## config.mk

```make
export PLATFORM = sky130hd
export DESIGN_NAME = mixcol_seq
export DESIGN_NICKNAME = d
export VERILOG_FILES = /design/src/rtl/mixcol_seq.sv
export SDC_FILE = /design/constraint.sdc
export NUM_CORES = 1
export LEC_CHECK = 0
export BUFFER_PORTS_ARGS = -buffer_cell sky130_fd_sc_hd__buf_4
export CELL_PAD_IN_SITES_DETAIL_PLACEMENT = 1
export CELL_PAD_IN_SITES_GLOBAL_PLACEMENT = 1
export CORE_MARGIN = 1
export CORE_UTILIZATION = 30
export CTS_BUF_LIST = sky130_fd_sc_hd__clkbuf_2
export DETAILED_ROUTE_END_ITERATION = 10
export PLACE_DENSITY = 0.62
export SYNTH_ARGS = -nofsm -noshare
export SYNTH_HDL_FRONTEND = slang
export SYNTH_SLANG_ARGS = --single-unit
```

## constraint.sdc

```tcl
create_clock -name clk -period 4.4 [get_ports clk]
set_clock_uncertainty 0.1 [all_clocks]
set_input_delay 0.44 -clock clk [delete_from_list [all_inputs] [get_ports clk]]
set_output_delay 0.44 -clock clk [all_outputs]
set_load 0.005 [all_outputs]
```

## src/rtl/mixcol_seq.sv

```systemverilog
// Iterative AES (Inv)MixColumns: one shared column mixer walks the four
// columns of a 128-bit state, one column per clock, behind valid/ready.

module wordmixcol (
    input  logic [31:0] col_i,
    output logic [31:0] en_new_out,
    output logic [31:0] de_new_out
);
    function automatic logic [7:0] xt(input logic [7:0] b);
        xt = {b[6:0], 1'b0} ^ (b[7] ? 8'h1b : 8'h00);
    endfunction

    logic [7:0] a0, a1, a2, a3;
    logic [7:0] x2 [4];
    logic [7:0] x4 [4];
    logic [7:0] x8 [4];
    logic [7:0] a  [4];

    assign a0 = col_i[31:24];
    assign a1 = col_i[23:16];
    assign a2 = col_i[15:8];
    assign a3 = col_i[7:0];
    assign a[0] = a0;
    assign a[1] = a1;
    assign a[2] = a2;
    assign a[3] = a3;

    // Doubling chain shared by forward and inverse coefficients
    always_comb begin
        for (int i = 0; i < 4; i++) begin
            x2[i] = xt(a[i]);
            x4[i] = xt(x2[i]);
            x8[i] = xt(x4[i]);
        end
    end

    // 3a = 2a^a, 9a = 8a^a, 11a = 8a^2a^a, 13a = 8a^4a^a, 14a = 8a^4a^2a
    assign en_new_out[31:24] = x2[0] ^ (x2[1] ^ a1) ^ a2 ^ a3;
    assign en_new_out[23:16] = a0 ^ x2[1] ^ (x2[2] ^ a2) ^ a3;
    assign en_new_out[15:8]  = a0 ^ a1 ^ x2[2] ^ (x2[3] ^ a3);
    assign en_new_out[7:0]   = (x2[0] ^ a0) ^ a1 ^ a2 ^ x2[3];

    assign de_new_out[31:24] = (x8[0] ^ x4[0] ^ x2[0]) ^ (x8[1] ^ x2[1] ^ a1)
                             ^ (x8[2] ^ x4[2] ^ a2) ^ (x8[3] ^ a3);
    assign de_new_out[23:16] = (x8[0] ^ a0) ^ (x8[1] ^ x4[1] ^ x2[1])
                             ^ (x8[2] ^ x2[2] ^ a2) ^ (x8[3] ^ x4[3] ^ a3);
    assign de_new_out[15:8]  = (x8[0] ^ x4[0] ^ a0) ^ (x8[1] ^ a1)
                             ^ (x8[2] ^ x4[2] ^ x2[2]) ^ (x8[3] ^ x2[3] ^ a3);
    assign de_new_out[7:0]   = (x8[0] ^ x2[0] ^ a0) ^ (x8[1] ^ x4[1] ^ a1)
                             ^ (x8[2] ^ a2) ^ (x8[3] ^ x4[3] ^ x2[3]);
endmodule

module mixcol_seq #(
    parameter bit BYPASS_EN = 1'b1
) (
    input  logic         clk,
    input  logic         rst,
    input  logic         in_valid,
    output logic         in_ready,
    input  logic [127:0] state_in,
    input  logic         mode,
    input  logic         bypass,
    output logic         out_valid,
    input  logic         out_ready,
    output logic [127:0] state_out,
    output logic         busy
);
    typedef enum logic [1:0] {
        S_IDLE = 2'd0,
        S_RUN  = 2'd1,
        S_DONE = 2'd2
    } state_e;

    state_e       state_q, state_d;
    logic [127:0] work_q, work_d;
    logic [1:0]   cnt_q, cnt_d;
    logic         mode_q, mode_d;
    logic         bypass_q, bypass_d;
    logic [31:0]  col_s, en_s, de_s, mixed_s;

    // Column feeding the shared mixer
    always_comb begin
        case (cnt_q)
            2'd0:    col_s = work_q[127:96];
            2'd1:    col_s = work_q[95:64];
            2'd2:    col_s = work_q[63:32];
            2'd3:    col_s = work_q[31:0];
            default: col_s = 32'h0000_0000;
        endcase
    end

    wordmixcol u_mix (
        .col_i      (col_s),
        .en_new_out (en_s),
        .de_new_out (de_s)
    );

    assign mixed_s = mode_q ? de_s : en_s;

    // Next-state, capture and column write-back
    always_comb begin
        state_d  = state_q;
        work_d   = work_q;
        cnt_d    = cnt_q;
        mode_d   = mode_q;
        bypass_d = bypass_q;
        case (state_q)
            S_IDLE: begin
                if (in_valid) begin
                    work_d   = state_in;
                    mode_d   = mode;
                    bypass_d = bypass & BYPASS_EN;
                    cnt_d    = 2'd0;
                    state_d  = (bypass & BYPASS_EN) ? S_DONE : S_RUN;
                end else begin
                    state_d = S_IDLE;
                end
            end
            S_RUN: begin
                case (cnt_q)
                    2'd0:    work_d[127:96] = mixed_s;
                    2'd1:    work_d[95:64]  = mixed_s;
                    2'd2:    work_d[63:32]  = mixed_s;
                    2'd3:    work_d[31:0]   = mixed_s;
                    default: work_d         = work_q;
                endcase
                cnt_d = cnt_q + 2'd1;
                if (cnt_q == 2'd3) begin
                    state_d = S_DONE;
                end else begin
                    state_d = S_RUN;
                end
            end
            S_DONE: begin
                if (out_ready) begin
                    state_d = S_IDLE;
                end else begin
                    state_d = S_DONE;
                end
            end
            default: state_d = S_IDLE;
        endcase
    end

    // State and datapath registers
    always_ff @(posedge clk or posedge rst) begin
        if (rst) begin
            state_q  <= S_IDLE;
            work_q   <= 128'h0;
            cnt_q    <= 2'd0;
            mode_q   <= 1'b0;
            bypass_q <= 1'b0;
        end else begin
            state_q  <= state_d;
            work_q   <= work_d;
            cnt_q    <= cnt_d;
            mode_q   <= mode_d;
            bypass_q <= bypass_d;
        end
    end

    // Partial results in RUN are never exposed on state_out
    assign in_ready  = (state_q == S_IDLE);
    assign out_valid = (state_q == S_DONE);
    assign busy      = (state_q != S_IDLE);
    assign state_out = out_valid ? work_q : 128'h0;
endmodule

```

# After elaboration in Yosys (flattened, before gate mapping)
# Index checks and enable logic that the tools add are counted.
[classes]
add_sub_neg = 1
n_eq_ne = 10
n_mux = 28
bitwise_logic = 64
reduce_logical = 10
[op_table]
columns = ["operator", "n"]
rows = [
  ["XOR 8 bit", 64],
  ["2-to-1 mux 128 bit", 2],
  ["case mux 128 bit (2 select lines)", 1],
  ["2-to-1 mux 32 bit", 5],
  ["case mux 32 bit (4 select lines)", 1],
  ["2-to-1 mux 5 bit", 12],
  ["AND reduction 3 bit", 4],
  ["2-to-1 mux 2 bit", 5],
  ["== test 2 bit (second input constant)", 3],
  ["inequality test 2 x 1 -> 1 bit (second input constant)", 3],
  ["case mux 2 bit (3 select lines)", 1],
  ["== test 2 x 1 -> 1 bit (second input constant)", 2],
  ["zero test 2 bit", 2],
  ["inequality test 2 bit (second input constant)", 2],
  ["case mux 2 bit (2 select lines)", 1],
  ["AND reduction 2 bit", 2],
  ["nonzero test 2 bit", 2],
  ["adder 2 x 1 -> 2 bit (second input constant)", 1],
]
[word_totals]
regBits = 133
inputBits = 134
output_inout_bits = 131
wordCells = 120

# Logic depth before layout (Yosys ltp)
# Gate-level depths: netlist of the first run.
[logic_depth]
depth_word = 16
ltp_mapped = 15
mapped_depth_nobuf = 11

# Hierarchy
# From an unflattened synthesis of the first run, not the netlist that was laid out.
[unflattened]
cells_unflattened = 1032
hier_area_um2 = 10787.8
[by_module_without_submodules]
columns = ["mod", "n_inst", "cells_per_inst", "area_each_um2", "seq_area_each_um2"]
rows = [
  ["mixcol_seq", 1, 762, 7936.4, 3328.2],
  ["wordmixcol", 1, 270, 2851.5, 0.0],
]

# Worst setup path before layout of the first run
# Ideal clock, no wire load.
[synth_timing]
kind = "register to register"
start = "reg cnt_q[0]"
end = "reg work_q[12]"
setup_ns = 0.065
arrival_ns = 3.641
required_ns = 4.235
path_slack_ns = 0.594
stages_incl_launch_ff = 13
n_path_buf = 2
period_less_slack_ns = 3.806
path_cell_list = "dfrtp_1 -> ha_1 -> buf_6 -> buf_2 -> a222oi_1 -> xor2_1 -> a21oi_1 -> xnor2_2 -> xnor3_1 -> xnor3_1 -> nand2_1 -> xnor2_1 -> o221a_2"
[synth_between]
elab_chain_len = 14
word_cells_on_any_way = 47
cone_classes = "eq/ne (4); mux (15); bitwise (26); reduce/logical (2)"
[synth_lines]
columns = ["element", "line_no", "rtl"]
rows = [
  ["start: declaration", "76", "logic [1:0] cnt_q, cnt_d;"],
  ["start signal: assignment", "156", "cnt_q <= cnt_d;"],
  ["== test 2 bit, or another cell as far along", "83, 120", ""],
  ["case mux 32 bit (4 select lines)", "83", "case (cnt_q)"],
  ["XOR 8 bit", "10", "xt = {b[6:0], 1'b0} ^ (b[7] ? 8'h1b : 8'h00);"],
  ["2-to-1 mux 5 bit / XOR 8 bit (equally long branches)", "10", ""],
  ["XOR 8 bit / 2-to-1 mux 5 bit (equally long branches)", "10", ""],
  ["XOR 8 bit", "10", ""],
  ["XOR 8 bit (3 in a row)", "47", "assign de_new_out[15:8] = (x8[0] ^ x4[0] ^ a0) ^ (x8[1] ^ a1)"],
  ["XOR 8 bit (2 in a row)", "48", "^ (x8[2] ^ x4[2] ^ x2[2]) ^ (x8[3] ^ x2[3] ^ a3);"],
  ["2-to-1 mux 32 bit", "98", "assign mixed_s = mode_q ? de_s : en_s;"],
  ["2-to-1 mux 32 bit", "120", "case (cnt_q)"],
  ["case mux 128 bit (2 select lines)", "107", "case (state_q)"],
  ["end signal: assignment", "155", "work_q <= work_d;"],
  ["end: declaration", "75", "logic [127:0] work_q, work_d;"],
]
# Several ways; a longest one is shown, not always the timed one. The select of a mux whose other input is x is not followed.
# A chain may end at the register's enable or synchronous reset.

# Worst setup path in the final report of the first run
[layout_timing]
start = "reg cnt_q[1]"
end = "reg work_q[84]"
[layout_between]
elab_chain_len = 14
word_cells_on_any_way = 47
cone_classes = "eq/ne (4); mux (15); bitwise (26); reduce/logical (2)"
[layout_lines]
columns = ["element", "line_no", "rtl"]
rows = [
  ["== test 2 bit, or another cell as far along", "83", ""],
  ["case mux 32 bit (4 select lines)", "83", ""],
  ["XOR 8 bit", "10", ""],
  ["2-to-1 mux 5 bit / XOR 8 bit (equally long branches)", "10", ""],
  ["XOR 8 bit / 2-to-1 mux 5 bit (equally long branches)", "10", ""],
  ["XOR 8 bit", "10", ""],
  ["XOR 8 bit (3 in a row)", "45", "assign de_new_out[23:16] = (x8[0] ^ a0) ^ (x8[1] ^ x4[1] ^ x2[1])"],
  ["XOR 8 bit (2 in a row)", "46", "^ (x8[2] ^ x2[2] ^ a2) ^ (x8[3] ^ x4[3] ^ a3);"],
  ["2-to-1 mux 32 bit", "98", ""],
  ["2-to-1 mux 32 bit", "120", ""],
  ["case mux 128 bit (2 select lines)", "107", ""],
]
# Several ways; a longest one is shown, not always the timed one. The select of a mux whose other input is x is not followed.

==> metrics.csv, run 1 <==
metric;value;unit
status;finished, final reports clean;
crit_required;4940;ps
cts_made_buffers;17;
area_delta_synth_final;44.4;%
viasPerCell;5.18;
clock_path_buffers;2;
min_period;4180;ps
cap_violations;0;
ios;265;
synth_top_area_cell;dfrtp_1;
fin_cells;2201;
synth-seq-cells;133;
drive_above_1_share;25.4;%
grt_overflow;0;
syn-num-nets;1432;
grt_pass1_wl;76400;um
ctsHtreeMaxLevel;4;
first_iter_violations;813;
grt_max_degree;96;
synth_area;10700;um2
crit_fanout;20;
row_count;68;
cpMaxStageDelayCell;xnor3_2;
layout.nets;1871;
synth_edf_count;0;
ant_nets;0;
rsz0062_at_grt;false;
worstMarginPinSlew;1190;ps
hold_viol_final;0;
grt_use_met2;48.3;%
chipWidth;191;um
cpMostUsedCell;buf_4;
wl;51600;um
dp_cells;2034;
met3_usage;4.74;%
final_common_cell;buf_4;
busiest_layer;met2;
vias;11400;
drcViolationCount;0;
place.gp.congestion;0.947;
port_buffers;264;
async_reset_ff_share;100;%
cts.repair.resized;0;
grt_util_all_layers;28.3;%
coreArea;34800;um2
die_h;191;um
grt_pass1_vias;11900;
start_util;30.8;%
setup_tns;0;ps
grt_antenna_before_repair;1;
critPathMaxStageDelay;470;ps
min_period_over_period;95.1;%
path_cells;inv_1 -> ha_1 -> buf_4 -> a222oi_1 -> buf_4 -> xor2_1 -> a21oi_1 -> xor3_1 -> xnor3_2 -> xnor3_1 -> mux2i_1 -> nor2_1 -> nor3_2;
synth_seq_area_share;31.1;%
synthCells;1294;
clock_latency;760;ps
synth_top_area_share;31.1;%
hp-class;input pin to flip-flop;
dpl.hpwl;39200;um
crit_type;flip-flop to flip-flop;
whs;81.9;ps
dieArea;36500;um2
ys_warn_count;0;
syn_area_per_cell;8.27;um2
most-common-layout-cells;buf_4 (379), xnor2_1 (171), nor2_1 (151), dfrtp_1 (133), dlygate4sd3_1 (133);
crit_buf_inv;3;
setup_viol;0;
relSlewSlack;20.9;%
clock.fmax;0.239;GHz
endpoint_kind;flip-flop;
dr.pass1.iters;7;
synth.area.top_cells;dfrtp_1 (31%), xnor2_1 (14%), and2_1 (7.5%), xor2_1 (5.9%), a21oi_1 (5.6%);
cts_tree;built;
yosysUniqueCellTypes;53;
clock-sinks;133;
maxSlewViolCount;0;
fillers;4123;
clk_pin_slew;240;ps
cp.arrival;4730;ps
cts-root-buf;clkbuf_2;
cp_top_family;XOR/XNOR gates;
worstSetupStartpointType;flip-flop;
wl_per_cell;23.5;um
grtUsageMet1;36.4;%
ys.flop_type;dfrtp_1;
-- flip-flops by register name, indices dropped and copies added (netlist names) --
| name | flops |
|---|---|
| state_q | 2 |
| mode_q | 1 |
| work_q | 128 |
| cnt_q | 2 |
-- Yosys cell counts, drive strengths merged (2+ instances only) --
| cell type | count |
|---|---|
| a211oi | 4 |
| a21o | 5 |
| a21oi | 121 |
| a222oi | 32 |
| a2bb2oi | 3 |
| a31oi | 33 |
| and2 | 129 |
| and3 | 24 |
| buf | 23 |
| clkbuf | 75 |
| dfrtp | 133 |
| ha | 4 |
| inv | 10 |
| mux2 | 3 |
| mux2i | 5 |
| nand2 | 114 |
| nand2b | 2 |
| nand3 | 7 |
| nand3b | 3 |
| nand4 | 4 |
| nor2 | 151 |
| nor2b | 19 |
| nor3 | 16 |
| o211ai | 8 |
| o21ai | 47 |
| o221a | 5 |
| o31ai | 32 |
| or3 | 9 |
| xnor2 | 172 |
| xnor3 | 16 |
| xor2 | 72 |
| xor3 | 2 |
-- per-stage QoR --
step / cell area [um2] / util, % / setup WS (ps)
6_report: 15500 / 44.4 / 218
2_1_floorplan: 10700 / - / 306
4_1_cts: 15400 / 44.4 / 64.3
3_5_place_dp: 13900 / 39.8 / 101
3_3_place_gp: 13900 / 39.8 / 286
5_1_grt: 15500 / 44.4 / 54.7
-- cells by family (layout without fill, tap and decap cells) --
| family | Yosys count | in the layout | synth area share (%) |
|---|---|---|---|
| simple gates | 482 | 482 | 22.1 |
| fa+ha+maj | 4 | 4 | 0.467 |
| buf+inv | 109 | 560 | 4.17 |
| xor+xnor | 262 | 262 | 23.8 |
| flops | 133 | 133 | 31.1 |
| other cells | 0 | 1 | 0 |
| compound gates | 296 | 296 | 17.6 |
| mux | 8 | 8 | 0.783 |
-- final timing paths --
check / slack, ps / start / end / cells after the start
min in group asynchronous: 230 / rst / work_q[98] / 3
setup / recovery: 220 / cnt_q[1] / work_q[84] / 13
max in group asynchronous: 3090 / rst / work_q[11] / 4
hold reg to reg: 460 / work_q[68] / work_q[68] / 2
setup reg to reg: 220 / cnt_q[1] / work_q[84] / 13
hold / removal: 80 / state_in[100] / work_q[100] / 3
-- repair_timing --
item                       4_1_cts  5_1_grt
setup buffers                    0        2
hold endpoints to repair       181        0
hold buffers                   133        0
setup endpoints to repair        0        9
-- worst reg2reg max path, cell delays in order, from the launching register on --
cell      delay, ps
dfrtp_1         450
inv_1            80
ha_1            210
buf_4           220
a222oi_1        460
buf_4           260
xor2_1           90
a21oi_1         370
xor3_1          450
xnor3_2         470
xnor3_1         400
mux2i_1         350
nor2_1          100
nor3_2          110
-- cell type report --
cell class	instances	area [um2]	share of cell area (%)
Timing Repair Buffer	518	4300	27.8
Clock inverter	14	166	1.08
Tap cell	455	569	3.68
Multi-Input combinational cell	1052	6970	45.1
Clock buffer	17	85.1	0.550
Inverter	11	43.8	0.283
Sequential cell	133	3330	21.5
Antenna cell	1	2.50	0.0162
-- layer usage --
layer	routed length [um]	vias to the layer above	share of wire [%]
li1	-	5297	-
met1	22200	5608	43
met5	0	-	0
met2	24700	429	48
met3	3250	68	6.3
met4	1420	0	2.8
Power of run 1 is left out: the tool's default activity adds up to more than one toggle a clock period on the data nets, which glitch-free logic cannot reach.
==> run 2, diff against run 1 <==
--- a/config.mk
+++ b/config.mk
@@ -5,14 +5,17 @@
 export SDC_FILE = /design/constraint.sdc
 export NUM_CORES = 1
 export LEC_CHECK = 0
+export ABC_AREA = 1
 export BUFFER_PORTS_ARGS = -buffer_cell sky130_fd_sc_hd__buf_4
 export CELL_PAD_IN_SITES_DETAIL_PLACEMENT = 1
 export CELL_PAD_IN_SITES_GLOBAL_PLACEMENT = 1
+export CORE_ASPECT_RATIO = 1.2
 export CORE_MARGIN = 1
 export CORE_UTILIZATION = 30
 export CTS_BUF_LIST = sky130_fd_sc_hd__clkbuf_2
 export DETAILED_ROUTE_END_ITERATION = 10
-export PLACE_DENSITY = 0.62
+export GPL_TIMING_DRIVEN = 1
+export PLACE_DENSITY = 0.64
 export SYNTH_ARGS = -nofsm -noshare
 export SYNTH_HDL_FRONTEND = slang
 export SYNTH_SLANG_ARGS = --single-unit
==> metrics.csv, run 2 <==
metric;value;unit
ys_top_cells_by_count;nand2_1 (768), nor2_1 (299), inv_1 (229);
reg2reg_to;work_q[116];
holdPathStages;3;
busiest_layer;met2;
met3_usage;2.78;%
clock_path_buffers;2;
grt_pass1_wl;106000;um
place.gp.congestion;0.986;
most-common-layout-cells;nand2_1 (766), buf_4 (310), nor2_1 (298), inv_1 (228), a21oi_1 (226);
ios;265;
clock-sinks;133;
synth_top_area_share;24.7;%
wl;71200;um
final_common_cell;nand2_1;
cap_violations;0;
cts_tree;built;
synth_seq_area_share;24.7;%
drive_above_1_share;17.3;%
synth_most_common_cell;nand2_1;
pre_cts_slack;193;ps
port_buffers;264;
maxSlewViolCount;0;
dieArea;45700;um2
clk_pin_slew;190;ps
r2r_start;cnt_q[0];
ant_nets;0;
cts-root-buf;clkbuf_2;
largest_reg_flops;128;
grt_pass1_vias;16800;
crit_type;flip-flop to flip-flop;
worst_slack;387;ps
layout.nets;2743;
row_count;84;
grt_max_degree;98;
wl_per_cell;22.4;um
synth_edf_count;0;
ctsHtreeMaxLevel;4;
synth_area;13500;um2
syn-num-nets;2366;
grt_antenna_before_repair;1;
whs;109;ps
min_period;4010;ps
yosysUniqueCellTypes;45;
coreArea;44000;um2
chipWidth;195;um
worstMarginPinSlew;1130;ps
hp-class;input pin to flip-flop;
vias;16300;
setup_viol;0;
grt_util_all_layers;31.3;%
viasPerCell;5.13;
relSlewSlack;24.4;%
crit_fanout;16;
clock.fmax;0.249;GHz
reg.largest.list;work_q (128), cnt_q (2), state_q (2);
rsz0062_at_grt;false;
largest-register;work_q;
ys.flop_type;dfrtp_1;
endpoint_kind;flip-flop;
hold_viol_final;0;
first_iter_violations;921;
dpl.hpwl;55100;um
synth_top_area_cell;dfrtp_1;
cp.arrival;4620;ps
grt_use_met2;53.1;%
worstSetupStartpointType;flip-flop;
async_reset_ff_share;100;%
start_util;30.5;%
cts_made_buffers;17;
area_delta_synth_final;30.8;%
syn_area_per_cell;6.04;um2
dr.pass1.iters;5;
die_h;234;um
min_period_over_period;91.2;%
ys_warn_count;0;
synth.area.top_cells;dfrtp_1 (25%), nand2_1 (21%), a21oi_1 (8.4%), nor2_1 (8.3%), xor2_1 (8.3%);
min_to;state_q[0];
setup_tns;0;ps
status;finished, final reports clean;
drcViolationCount;0;
grt_overflow;0;
min_from;in_valid;
clock_latency;810;ps
synth-seq-cells;133;
crit_required;5000;ps
rrSetupSlack;390;ps
synthCells;2228;
reg2reg_depth;20;
grtUsageMet1;40.6;%
fillers;5838;
run 2: how the worst max path moves through the flow:
stage                        start     endpoint  slack (ps)  cells past startpoint
final                     cnt_q[0]  work_q[116]         390                     20
after global routing      cnt_q[0]   work_q[84]          30                     20
after CTS                 cnt_q[0]  work_q[116]         150                     21
after detailed placement  cnt_q[0]   work_q[20]         190                     21
after global placement    cnt_q[0]   work_q[84]         350                     21
after floorplan                rst     cnt_q[0]         310                      1
run 2: final cells by class:
class | count | area, um2 | area share (%)
multi-input cells | 1769 | 8790 | 50.0
repair buffers | 443 | 3670 | 20.8
flip-flops and latches | 133 | 3330 | 18.9
inverters | 241 | 915 | 5.20
well taps | 559 | 699 | 3.97
clock buffers | 20 | 100 | 0.569
clock inverters | 12 | 88.8 | 0.505
diodes | 1 | 2.50 | 0.0142
run 2: per-layer routing:
layer  routed length, um  up-vias
met3                3220      110
met4                2980        0
met5                   0        -
met1               30800     8023
li1                    -     7668
met2               34200      516
run 2: worst max-delay path, stage by stage (launching register included):
cell and delay (ps):
dfrtp_1 450, inv_1 90, ha_1 240, inv_4 210, buf_4 270, nand2_4 80, o21bai_4 500, nand2_1 180
nand2_2 230, nand2_1 70, nand2_1 230, nand2_1 110, nand2_1 200, nand3_1 130, nand2_1 80, nand2_1 50
nand3_1 70, nand3_1 70, nand2_1 100, nand2_1 230, a21oi_1 220
run 2: what timing repair did:
action	in CTS	in global routing
endpoints found under the setup margin	0	4
gates resized for setup	0	2
setup buffers	0	0
hold endpoints to repair	217	0
hold buffers	132	0
run 2: kinds of logic (layout without fill, tap and decap cells):
group                    after synthesis  in the layout  share of synthesized area [%]
other                                  0              1                              0
XOR/XNOR                             170            170                           11.6
AO/OA/AOI/OAI                        333            333                           14.9
AND/OR/NAND/NOR                     1262           1262                           38.2
buffers and inverters                326            716                           10.2
flip-flops                           133            133                           24.7
adder cells (fa/ha/maj)                4              4                          0.372
run 2: through the flow:
step,std cells,util (%),instance area [um2]
CTS,3177,39.9,17600
global route,3178,40.0,17600
floorplan,2228,-,13500
global placement,3013,36.5,16100
detailed placement,3013,36.5,16100
finish,3178,40.0,17600
Power of run 2 is left out for the same reason.
==> run 3, diff against run 2 <==
--- a/config.mk
+++ b/config.mk
@@ -7,15 +7,15 @@
 export LEC_CHECK = 0
 export ABC_AREA = 1
 export BUFFER_PORTS_ARGS = -buffer_cell sky130_fd_sc_hd__buf_4
-export CELL_PAD_IN_SITES_DETAIL_PLACEMENT = 1
-export CELL_PAD_IN_SITES_GLOBAL_PLACEMENT = 1
+export CELL_PAD_IN_SITES_DETAIL_PLACEMENT = 0
+export CELL_PAD_IN_SITES_GLOBAL_PLACEMENT = 2
 export CORE_ASPECT_RATIO = 1.2
 export CORE_MARGIN = 1
 export CORE_UTILIZATION = 30
 export CTS_BUF_LIST = sky130_fd_sc_hd__clkbuf_2
 export DETAILED_ROUTE_END_ITERATION = 10
 export GPL_TIMING_DRIVEN = 1
-export PLACE_DENSITY = 0.64
+export PLACE_DENSITY = 0.81
 export SYNTH_ARGS = -nofsm -noshare
 export SYNTH_HDL_FRONTEND = slang
 export SYNTH_SLANG_ARGS = --single-unit
==> metrics.csv, run 3 (same netlist as run 2, synthesis figures left out) <==
metric;value;unit
grt_pass1_wl;99300;um
min_period;4080;ps
ant_nets;0;
status;finished, final reports clean;
holdPathStages;3;
dpl.hpwl;52700;um
largest-register;work_q;
rrSetupSlack;320;ps
grt_pass1_vias;15400;
vias;16100;
reg2reg_to;work_q[53];
cts-root-buf;clkbuf_2;
reg.largest.list;work_q (128), cnt_q (2), state_q (2);
layout.nets;2750;
dieArea;45700;um2
reg2reg_depth;18;
wl;67600;um
crit_type;flip-flop to flip-flop;
maxSlewViolCount;0;
largest_reg_flops;128;
placed_area;16100;um2
clock.fmax;0.245;GHz
clk_pin_slew;220;ps
place.gp.congestion;0.963;
multiInputGateArea;8790;um2
worstSetupStartpointType;flip-flop;
die_h;234;um
wl_per_cell;21.2;um
dr.pass1.iters;5;
start_util;30.5;%
grt_overflow;0;
clock_latency;820;ps
grt_util_all_layers;29.4;%
cap_violations;0;
min_to;state_q[0];
cts_tree;built;
chipWidth;195;um
setup_viol;0;
first_iter_violations;1297;
worstMarginPinSlew;1090;ps
ctsHtreeMaxLevel;4;
viasPerCell;5.06;
port_buffers;264;
seqCellArea;3330;um2
final_common_cell;nand2_1;
most-common-layout-cells;nand2_1 (766), buf_4 (314), nor2_1 (298), inv_1 (228), a21oi_1 (226);
row_count;84;
drcViolationCount;0;
fillers;4790;
hp-class;input pin to flip-flop;
cts_made_buffers;17;
relSlewSlack;27.1;%
crit_required;5030;ps
drive_above_1_share;17.5;%
clock_path_buffers;2;
post_cts_buffers;0;
grt_max_degree;106;
min_from;in_valid;
coreArea;44000;um2
area_delta_synth_final;32.1;%
setup_tns;0;ps
fin_area;17800;um2
endpoint_kind;flip-flop;
clock-sinks;133;
ios;265;
r2r_start;cnt_q[0];
crit_fanout;28;
hold_viol_final;0;
cp.arrival;4710;ps
min_period_over_period;92.8;%
rsz0062_at_grt;false;
grt_antenna_before_repair;1;
## run 3: changes by cell type in the layout (fill, tap and decap cells not counted), sizes merged
cell	change
buf	+6
dlygate4sd3	+1
clkbuf	-3
clkinv	-4
bufinv	+4
clkinvlp	+1
inv	+2
## run 3: worst max path at each step
stage | start | endpoint | slack, ps | depth (start not counted)
3_5_place_dp | cnt_q[0] | work_q[53] | 250 | 20
2_1_floorplan | rst | cnt_q[0] | 310 | 1
6_report | cnt_q[0] | work_q[53] | 320 | 18
5_1_grt | cnt_q[0] | work_q[84] | 70 | 20
3_3_place_gp | cnt_q[0] | work_q[85] | 280 | 19
4_1_cts | cnt_q[0] | work_q[53] | 170 | 20
## run 3: critical path, cell delays in order, from the launching register on
cell     delay, ps
dfrtp_1        460
inv_1           90
ha_1           250
inv_4          210
buf_12         240
nand2_1        110
o21ai_1        490
buf_4          330
xor2_1         510
nand2_1        140
nand2_1        100
nand2_1         50
nand2_1         90
inv_1           40
nand2_1         50
nand3_1         60
nand2_1        210
nand2_1        230
a21oi_1        200
## run 3: cell type report
class,instances,share of cell area [%]
antenna,1,0.0141
clock buffer,17,0.479
clock inverter,15,1.18
inverter,241,5.15
multi-input combinational,1769,49.4
sequential,133,18.7
tap,559,3.93
timing repair buffer,450,21.1
## run 3: per-layer routing
layer  global-route usage [%]  wire length (um)  part of all wire (%)  vias to the layer above
met1                     39.2             29700                    44                     7689
li1                         -                 -                     -                     7685
met3                     2.70              3560                   5.3                      110
met4                     13.8              3240                   4.8                        0
met5                        0                 0                     0                        -
met2                     48.2             31100                    46                      628
## run 3: through the flow
stage	hold WS [ps]	util [%]	setup slack (ps)	std cells
detailed placement	410	36.6	249	3019
global route	62.5	40.4	74.6	3185
CTS	21.7	40.3	169	3184
finish	73.2	40.4	316	3185
floorplan	370	-	306	2228
global placement	401	36.6	282	3019
## run 3: timing repair
action,4_1_cts,5_1_grt
endpoints found under the hold margin,235,0
hold buffers,133,0
setup endpoints to repair,0,13
resized for setup,0,2
Power of run 3 is left out for the same reason.
